## src/rtl/cam_frame_rx_if.sv

```systemverilog
// Camera byte bus plus the pixel valid/ready stream of the frame receiver.
// The master side drives the camera pins and consumes pixels. The slave side is the receiver.
interface cam_frame_rx_if;
  logic        cam_vsync;
  logic        cam_href;
  logic [7:0]  cam_data;
  logic [15:0] pix_data;
  logic        pix_sof;
  logic        pix_eol;
  logic        pix_valid;
  logic        pix_ready;

  modport master (
    output cam_vsync, cam_href, cam_data, pix_ready,
    input  pix_data, pix_sof, pix_eol, pix_valid
  );

  modport slave (
    input  cam_vsync, cam_href, cam_data, pix_ready,
    output pix_data, pix_sof, pix_eol, pix_valid
  );
endinterface

```

## src/rtl/cam_frame_rx.sv

```systemverilog
// Rebuilds RGB565 pixels from the 8-bit camera bus and checks frame geometry.
// Pixels leave through a small first-word-fall-through FIFO with sof/eol tags.
module cam_frame_rx #(
  parameter int HRES       = 640,
  parameter int VRES       = 480,
  parameter int FIFO_DEPTH = 4
) (
  input  logic          clk_i,
  input  logic          rst_i,
  input  logic          en_i,
  input  logic          clr_err_i,
  cam_frame_rx_if.slave bus_if,
  output logic          frame_done_o,
  output logic [15:0]   frame_cnt_o,
  output logic          err_geom_o,
  output logic          err_ovf_o
);
  localparam int NPIX   = HRES * VRES;
  localparam int COL_W  = (HRES > 1) ? $clog2(HRES) : 1;
  localparam int LINE_W = $clog2(VRES + 1);
  localparam int PCNT_W = $clog2(NPIX + 1);
  localparam int PTR_W  = $clog2(FIFO_DEPTH);
  localparam int CNT_W  = $clog2(FIFO_DEPTH + 1);

  typedef enum logic [1:0] {S_IDLE, S_VSYNC, S_ACTIVE} state_t;

  state_t              state_q, state_d;
  logic                phase_q, phase_d;
  logic [7:0]          hi_q;
  logic [COL_W-1:0]    col_q, col_d;
  logic [LINE_W-1:0]   line_q, line_d;
  logic [PCNT_W-1:0]   pcnt_q, pcnt_d;
  logic                frame_done_q;
  logic [15:0]         frame_cnt_q;
  logic                err_geom_q, err_geom_d;
  logic                err_ovf_q, err_ovf_d;
  logic [PTR_W-1:0]    wr_ptr_q, rd_ptr_q;
  logic [CNT_W-1:0]    cnt_q, cnt_d;
  logic [17:0]         mem [FIFO_DEPTH];

  logic frm_clr, byte_en, frm_end, half_drop;
  logic pix_fire, in_frame, push_req, push, pop, full, geom_err, ovf_err;
  logic [17:0] wdata;

  always_ff @(posedge clk_i or posedge rst_i) begin
    if (rst_i) state_q <= S_IDLE;
    else       state_q <= state_d;
  end

  always_comb begin
    state_d = state_q;
    if (!en_i) begin
      state_d = S_IDLE;
    end else begin
      case (state_q)
        S_IDLE:   if (bus_if.cam_vsync)  state_d = S_VSYNC;
        S_VSYNC:  if (!bus_if.cam_vsync) state_d = S_ACTIVE;
        S_ACTIVE: if (bus_if.cam_vsync)  state_d = S_VSYNC;
        default:  state_d = S_IDLE;
      endcase
    end
  end

  // A dropped enable freezes everything: no byte capture, no frame-end check.
  always_comb begin
    frm_clr   = 1'b0;
    byte_en   = 1'b0;
    frm_end   = 1'b0;
    half_drop = 1'b0;
    if (en_i) begin
      case (state_q)
        S_VSYNC: frm_clr = 1'b1;
        S_ACTIVE: begin
          if (bus_if.cam_vsync)     frm_end   = 1'b1;
          else if (bus_if.cam_href) byte_en   = 1'b1;
          else if (phase_q)         half_drop = 1'b1;
        end
        default: ;
      endcase
    end
  end

  assign pix_fire = byte_en && phase_q;
  assign in_frame = (pcnt_q != PCNT_W'(NPIX));
  assign push_req = pix_fire && in_frame;
  assign pop      = (cnt_q != '0) && bus_if.pix_ready;
  assign full     = (cnt_q == CNT_W'(FIFO_DEPTH));
  assign push     = push_req && (!full || pop);
  assign ovf_err  = push_req && full && !pop;
  assign geom_err = half_drop || (pix_fire && !in_frame) ||
                    (frm_end && (!in_frame ? 1'b0 : 1'b1)) ||
                    (frm_end && phase_q);
  assign wdata    = {(col_q == '0) && (line_q == '0),
                     col_q == COL_W'(HRES - 1),
                     hi_q, bus_if.cam_data};

  // Overflow-dropped pixels still advance the geometry counters.
  always_comb begin
    phase_d = phase_q;
    col_d   = col_q;
    line_d  = line_q;
    pcnt_d  = pcnt_q;
    if (frm_clr) begin
      phase_d = 1'b0;
      col_d   = '0;
      line_d  = '0;
      pcnt_d  = '0;
    end else if (half_drop) begin
      phase_d = 1'b0;
    end else if (byte_en) begin
      phase_d = ~phase_q;
      if (push_req) begin
        pcnt_d = pcnt_q + PCNT_W'(1);
        if (col_q == COL_W'(HRES - 1)) begin
          col_d  = '0;
          line_d = line_q + LINE_W'(1);
        end else begin
          col_d = col_q + COL_W'(1);
        end
      end
    end
  end

  always_comb begin
    err_geom_d = clr_err_i ? 1'b0 : err_geom_q;
    err_ovf_d  = clr_err_i ? 1'b0 : err_ovf_q;
    if (geom_err) err_geom_d = 1'b1;
    if (ovf_err)  err_ovf_d  = 1'b1;
    cnt_d = cnt_q;
    if (push && !pop)      cnt_d = cnt_q + CNT_W'(1);
    else if (pop && !push) cnt_d = cnt_q - CNT_W'(1);
  end

  always_ff @(posedge clk_i or posedge rst_i) begin
    if (rst_i) begin
      phase_q      <= 1'b0;
      col_q        <= '0;
      line_q       <= '0;
      pcnt_q       <= '0;
      frame_done_q <= 1'b0;
      frame_cnt_q  <= '0;
      err_geom_q   <= 1'b0;
      err_ovf_q    <= 1'b0;
      wr_ptr_q     <= '0;
      rd_ptr_q     <= '0;
      cnt_q        <= '0;
    end else begin
      phase_q      <= phase_d;
      col_q        <= col_d;
      line_q       <= line_d;
      pcnt_q       <= pcnt_d;
      frame_done_q <= frm_end;
      frame_cnt_q  <= frame_cnt_q + 16'(frm_end);
      err_geom_q   <= err_geom_d;
      err_ovf_q    <= err_ovf_d;
      if (push) wr_ptr_q <= wr_ptr_q + PTR_W'(1);
      if (pop)  rd_ptr_q <= rd_ptr_q + PTR_W'(1);
      cnt_q        <= cnt_d;
    end
  end

  always_ff @(posedge clk_i) begin
    if (byte_en && !phase_q) hi_q <= bus_if.cam_data;
    if (push) mem[wr_ptr_q] <= wdata;
  end

  // Head is masked while empty so the stream outputs read zero out of reset.
  assign bus_if.pix_valid = (cnt_q != '0);
  assign {bus_if.pix_sof, bus_if.pix_eol, bus_if.pix_data} =
    bus_if.pix_valid ? mem[rd_ptr_q] : 18'd0;

  assign frame_done_o = frame_done_q;
  assign frame_cnt_o  = frame_cnt_q;
  assign err_geom_o   = err_geom_q;
  assign err_ovf_o    = err_ovf_q;
endmodule

```

## src/flat_wrapper.sv

```systemverilog
// flat-port wrapper written by rule: the top's interface ports become plain ports
module cam_frame_rx_flat 
#(
  parameter int HRES       = 640,
  parameter int VRES       = 480,
  parameter int FIFO_DEPTH = 4
)
  (clk_i, rst_i, en_i, clr_err_i, frame_done_o, frame_cnt_o, err_geom_o, err_ovf_o, bus_if_cam_vsync, bus_if_cam_href, bus_if_cam_data, bus_if_pix_ready, bus_if_pix_data, bus_if_pix_sof, bus_if_pix_eol, bus_if_pix_valid);
  cam_frame_rx_if bus_if_i ();
  input  logic clk_i;
  input  logic rst_i;
  input  logic en_i;
  input  logic clr_err_i;
  output logic frame_done_o;
  output logic [15:0] frame_cnt_o;
  output logic err_geom_o;
  output logic err_ovf_o;
  input wire logic [$bits(bus_if_i.cam_vsync)-1:0] bus_if_cam_vsync;
  input wire logic [$bits(bus_if_i.cam_href)-1:0] bus_if_cam_href;
  input wire logic [$bits(bus_if_i.cam_data)-1:0] bus_if_cam_data;
  input wire logic [$bits(bus_if_i.pix_ready)-1:0] bus_if_pix_ready;
  output wire logic [$bits(bus_if_i.pix_data)-1:0] bus_if_pix_data;
  output wire logic [$bits(bus_if_i.pix_sof)-1:0] bus_if_pix_sof;
  output wire logic [$bits(bus_if_i.pix_eol)-1:0] bus_if_pix_eol;
  output wire logic [$bits(bus_if_i.pix_valid)-1:0] bus_if_pix_valid;
  assign bus_if_i.cam_vsync = bus_if_cam_vsync;
  assign bus_if_i.cam_href = bus_if_cam_href;
  assign bus_if_i.cam_data = bus_if_cam_data;
  assign bus_if_i.pix_ready = bus_if_pix_ready;
  assign bus_if_pix_data = bus_if_i.pix_data;
  assign bus_if_pix_sof = bus_if_i.pix_sof;
  assign bus_if_pix_eol = bus_if_i.pix_eol;
  assign bus_if_pix_valid = bus_if_i.pix_valid;
  cam_frame_rx #(.HRES(HRES), .VRES(VRES), .FIFO_DEPTH(FIFO_DEPTH)) u_core (.clk_i(clk_i), .rst_i(rst_i), .en_i(en_i), .clr_err_i(clr_err_i), .bus_if(bus_if_i), .frame_done_o(frame_done_o), .frame_cnt_o(frame_cnt_o), .err_geom_o(err_geom_o), .err_ovf_o(err_ovf_o));
endmodule
```

## config.mk

```make
export PLATFORM = sky130hd
export DESIGN_NAME = cam_frame_rx_flat
export DESIGN_NICKNAME = d
export VERILOG_FILES = /design/src/rtl/cam_frame_rx_if.sv /design/src/rtl/cam_frame_rx.sv /design/src/flat_wrapper.sv
export SDC_FILE = /design/constraint.sdc
export NUM_CORES = 1
export LEC_CHECK = 0
export CORE_ASPECT_RATIO = 2
export CORE_UTILIZATION = 26
export CTS_BUF_LIST = sky130_fd_sc_hd__clkbuf_8
export CTS_CLUSTER_SIZE = 12
export DETAILED_ROUTE_END_ITERATION = 16
export PLACE_DENSITY_LB_ADDON = 0.05
export SYNTH_ARGS = -nofsm -noshare
export SYNTH_HDL_FRONTEND = slang
export SYNTH_SLANG_ARGS = --single-unit
```

## constraint.sdc

```tcl
create_clock -name clk_i -period 3.01 [get_ports clk_i]
set_input_delay 0.602 -clock clk_i [delete_from_list [all_inputs] [get_ports clk_i]]
set_output_delay 0.602 -clock clk_i [all_outputs]
set_load 0.01 [all_outputs]
```

==> results of run 1 <==
Yosys cell counts, drive strengths merged (4+ instances only):
master and instances:
a21oi 17, and2 25, and3 13, and4 6, buf 8, clkbuf 8
dfrtp 67, edfxtp 80, ha 13, inv 16, mux4 18, nand2 30
nand3 30, nand4 6, nor2 17, nor4 8, o2111ai 5, o21ai 16
o31ai 4, or3 8, or4 4, xnor2 22, xor2 10
through the flow:
stage	std cells	setup WS (ps)
global route	896	2.02
floorplan	470	421
finish	896	148
CTS	896	0.440
detailed placement	864	81.2
global placement	864	113
cell type report:
cell class | instances | share of cell area
timing repair buffer | 74 | 0.0939
inverter | 16 | 0.00750
clock inverter | 12 | 0.0142
clock buffer | 20 | 0.0344
multi-input combinational | 291 | 0.288
sequential | 147 | 0.509
tap | 336 | 0.0525
power by group:
part,leakage (nW),switching (W),internal (W)
clock network,0.202,0.000774,0.000787
registers,1.63,0.0000459,0.00216
logic,1.18,0.000497,0.000680
state kept, by name, indices dropped and copies added (netlist names), 2 cells and up:
name                cells
u_core.frame_cnt_o     16
u_core.line_q           9
u_core.wr_ptr_q         2
u_core.col_q           10
u_core.cnt_q            3
u_core.rd_ptr_q         2
u_core.pcnt_q          19
u_core.mem             72
u_core.hi_q             8
u_core.state_q          2
logic make-up (layout without fill, tap and decap cells):
group           Yosys count  in the layout
xor+xnor                 32             32
flops                   147            147
mux                      23             23
buf+inv                  32            122
fa+ha+maj                14             14
simple gates            167            167
compound gates           55             55
worst max-delay path: cells and delay by family (launching register included):
| kind | cells | cell delay [ps] |
|---|---|---|
| buf+inv | 2 | 730 |
| flops | 1 | 360 |
| mux | 1 | 520 |
| simple gates | 1 | 180 |
layout by cell type (no fill, tap or decap), types with 11 or more instances in the layout:
cell / Yosys / final
edfxtp_1: 80 / 80
dfrtp_1: 67 / 67
clkdlybuf4s50_1: 0 / 52
nand2_1: 29 / 29
nand3_1: 28 / 28
and2_1: 25 / 25
xnor2_1: 22 / 22
clkbuf_8: 2 / 20
mux4_2: 18 / 18
inv_1: 15 / 16
nor2_1: 16 / 16
buf_4: 1 / 16
and3_1: 13 / 13
ha_1: 13 / 13
a21oi_1: 12 / 12
o21ai_0: 11 / 11
metal layers:
layer / vias to the layer above / wire [µm] / global-route usage
li1: 1914 / - / -
met1: 2106 / 5900 / 0.129
met2: 80 / 8920 / 0.252
met3: 23 / 476 / 0.0339
met4: 0 / 450 / 0.0679
met5: - / 0 / 0
path summary, 6_finish.rpt:
kind / startpoint / to
setup reg to reg: u_core.pcnt_q[0] / u_core.pcnt_q[2]
max in group asynchronous: rst_i / u_core.line_q[7]
hold reg to reg: u_core.rd_ptr_q[1] / u_core.rd_ptr_q[1]
hold / removal: u_core.rd_ptr_q[1] / u_core.rd_ptr_q[1]
setup / recovery: u_core.rd_ptr_q[0] / bus_if_pix_data[2]
min in group asynchronous: rst_i / u_core.frame_cnt_o[6]
timing repair:
item | in CTS | in global routing
hold buffers | 0 | 0
setup buffers | 0 | 0
resized for setup | 0 | 1
setup endpoints to repair | 0 | 2
==> reports/metrics.yaml, run 1 <==
critical_path.max_fanout: 10
root_buffer: "clkbuf_8"
setup_viol: 0
wirelength_mm: 15.7
clkTransAtPathRegs_ps: 70
multiInputGateArea_um2: 2310
slew_viol_final: 0
synth_seq_area_share: 0.621
outcome: "completed"
cts_tree: "yes"
required_ps: 2410
clk-insertion-delay-late_ps: 470
core-area_um2: 24900
tightest_slew_ps: 822
crit_chain: "buf_4, mux4_2, and2_1, clkdlybuf4s50_1"
synth_nets: 499
synth-xor-area-share: 0.0427
synth_top_family_by_area: "simple AND/OR/NAND/NOR gates"
rsz0062_at_grt: "false"
hold_depth: 1
synth_fa_ha_area_frac: 0.0278
drt-initial-drc-count: 167
num_rows: 82
hold_viol: 0
grt-ovfl-total: 0
ys_types: 62
dieHeight_um: 227
cts_buffers: 17
endpoint_kind: "primary output"
hold_ws_ps: 476
avgRoutedWirePerCell_um: 17.6
place_hpwl_mm: 10.7
stdcell_area_um2: 8010
antenna_cells: 0
grt_pass1_wl_mm: 24.8
syn_avg_cell_area_um2: 14.0
postLayoutCoreUtil: 0.321
synthArstFlopShare: 0.456
ff2ff_path_depth: 8
synth.area.top_cells: "edfxtp_1, dfrtp_1, mux4_2, xnor2_1, ha_1"
clkSinkCount: 147
io_pins: 53
yosysTopAreaCellShare: 0.366
slew_headroom: 0.450
grt.total_usage: 0.133
cp.arrival_ps: 2260
p_leak_nw: 3.02
dpl_cell_area_um2: 7610
synth_edf_count: 80
yosys.area_share.simple: 0.150
criticalPathCategory: "reg2out"
pwr_density_cell_nw_per_um2: 618
period_needed_ps: 2860
synth_flop_cell: "edfxtp_1"
grt_max_degree: 46
port_buffers: 52
reg2reg_slack_ps: 460
cap_violations: 0
globalplace.congestion: 0.696
fin_nets: 576
clock_skew_ps: 10.6
ir_worst_vdd_mv: 0.266
critPathLaunchType: "flop"
netlist_instances: 470
setup_tns_ps: 0
grt_pass1_vias: 4385
cts_buffer_depth: 2
antenna_found_initial: 0
ant_nets: 0
ys_warn_count: 0
power_w: 0.00495
post-route-drc-count: 0
vias_per_cell: 4.60
firstDrtPassIters: 4
synth-compound-area-share: 0.0607
seqCellArea_um2: 4080
initial_utilization: 0.264
vias: 4123
yosys_register_bits: 147
cts_max_level: 4
fillers: 2500
syn_area_um2: 6570
fmax_mhz: 349
muxShareOfSynthArea: 0.0697
dieArea_um2: 26000
dieWidth_um: 114
worstHoldPathType: "reg2reg"
slowest_delay_ps: 520
drive_above_1_share: 0.168
crit_slowest_cell: "mux4_2"
synth.largest_area_cell: "edfxtp_1"
fin_crit_sh: 0.951
areaGrowthSynthToFinish_pct: 21.8
Note: power is estimated with default switching activity, not from simulation.
==> run 2, diff against run 1 <==
--- a/config.mk
+++ b/config.mk
@@ -5,6 +5,7 @@
 export SDC_FILE = /design/constraint.sdc
 export NUM_CORES = 1
 export LEC_CHECK = 0
+export CAP_MARGIN = 5
 export CORE_ASPECT_RATIO = 2
 export CORE_UTILIZATION = 26
 export CTS_BUF_LIST = sky130_fd_sc_hd__clkbuf_8
==> results of run 2 <==
Final layout, timing and power as in run 1 (identical DEF).
==> run 3, diff against run 2 <==
--- a/config.mk
+++ b/config.mk
@@ -5,7 +5,6 @@
 export SDC_FILE = /design/constraint.sdc
 export NUM_CORES = 1
 export LEC_CHECK = 0
-export CAP_MARGIN = 5
 export CORE_ASPECT_RATIO = 2
 export CORE_UTILIZATION = 26
 export CTS_BUF_LIST = sky130_fd_sc_hd__clkbuf_8
==> results of run 3 <==
Final layout, timing and power as in run 1 (identical DEF).
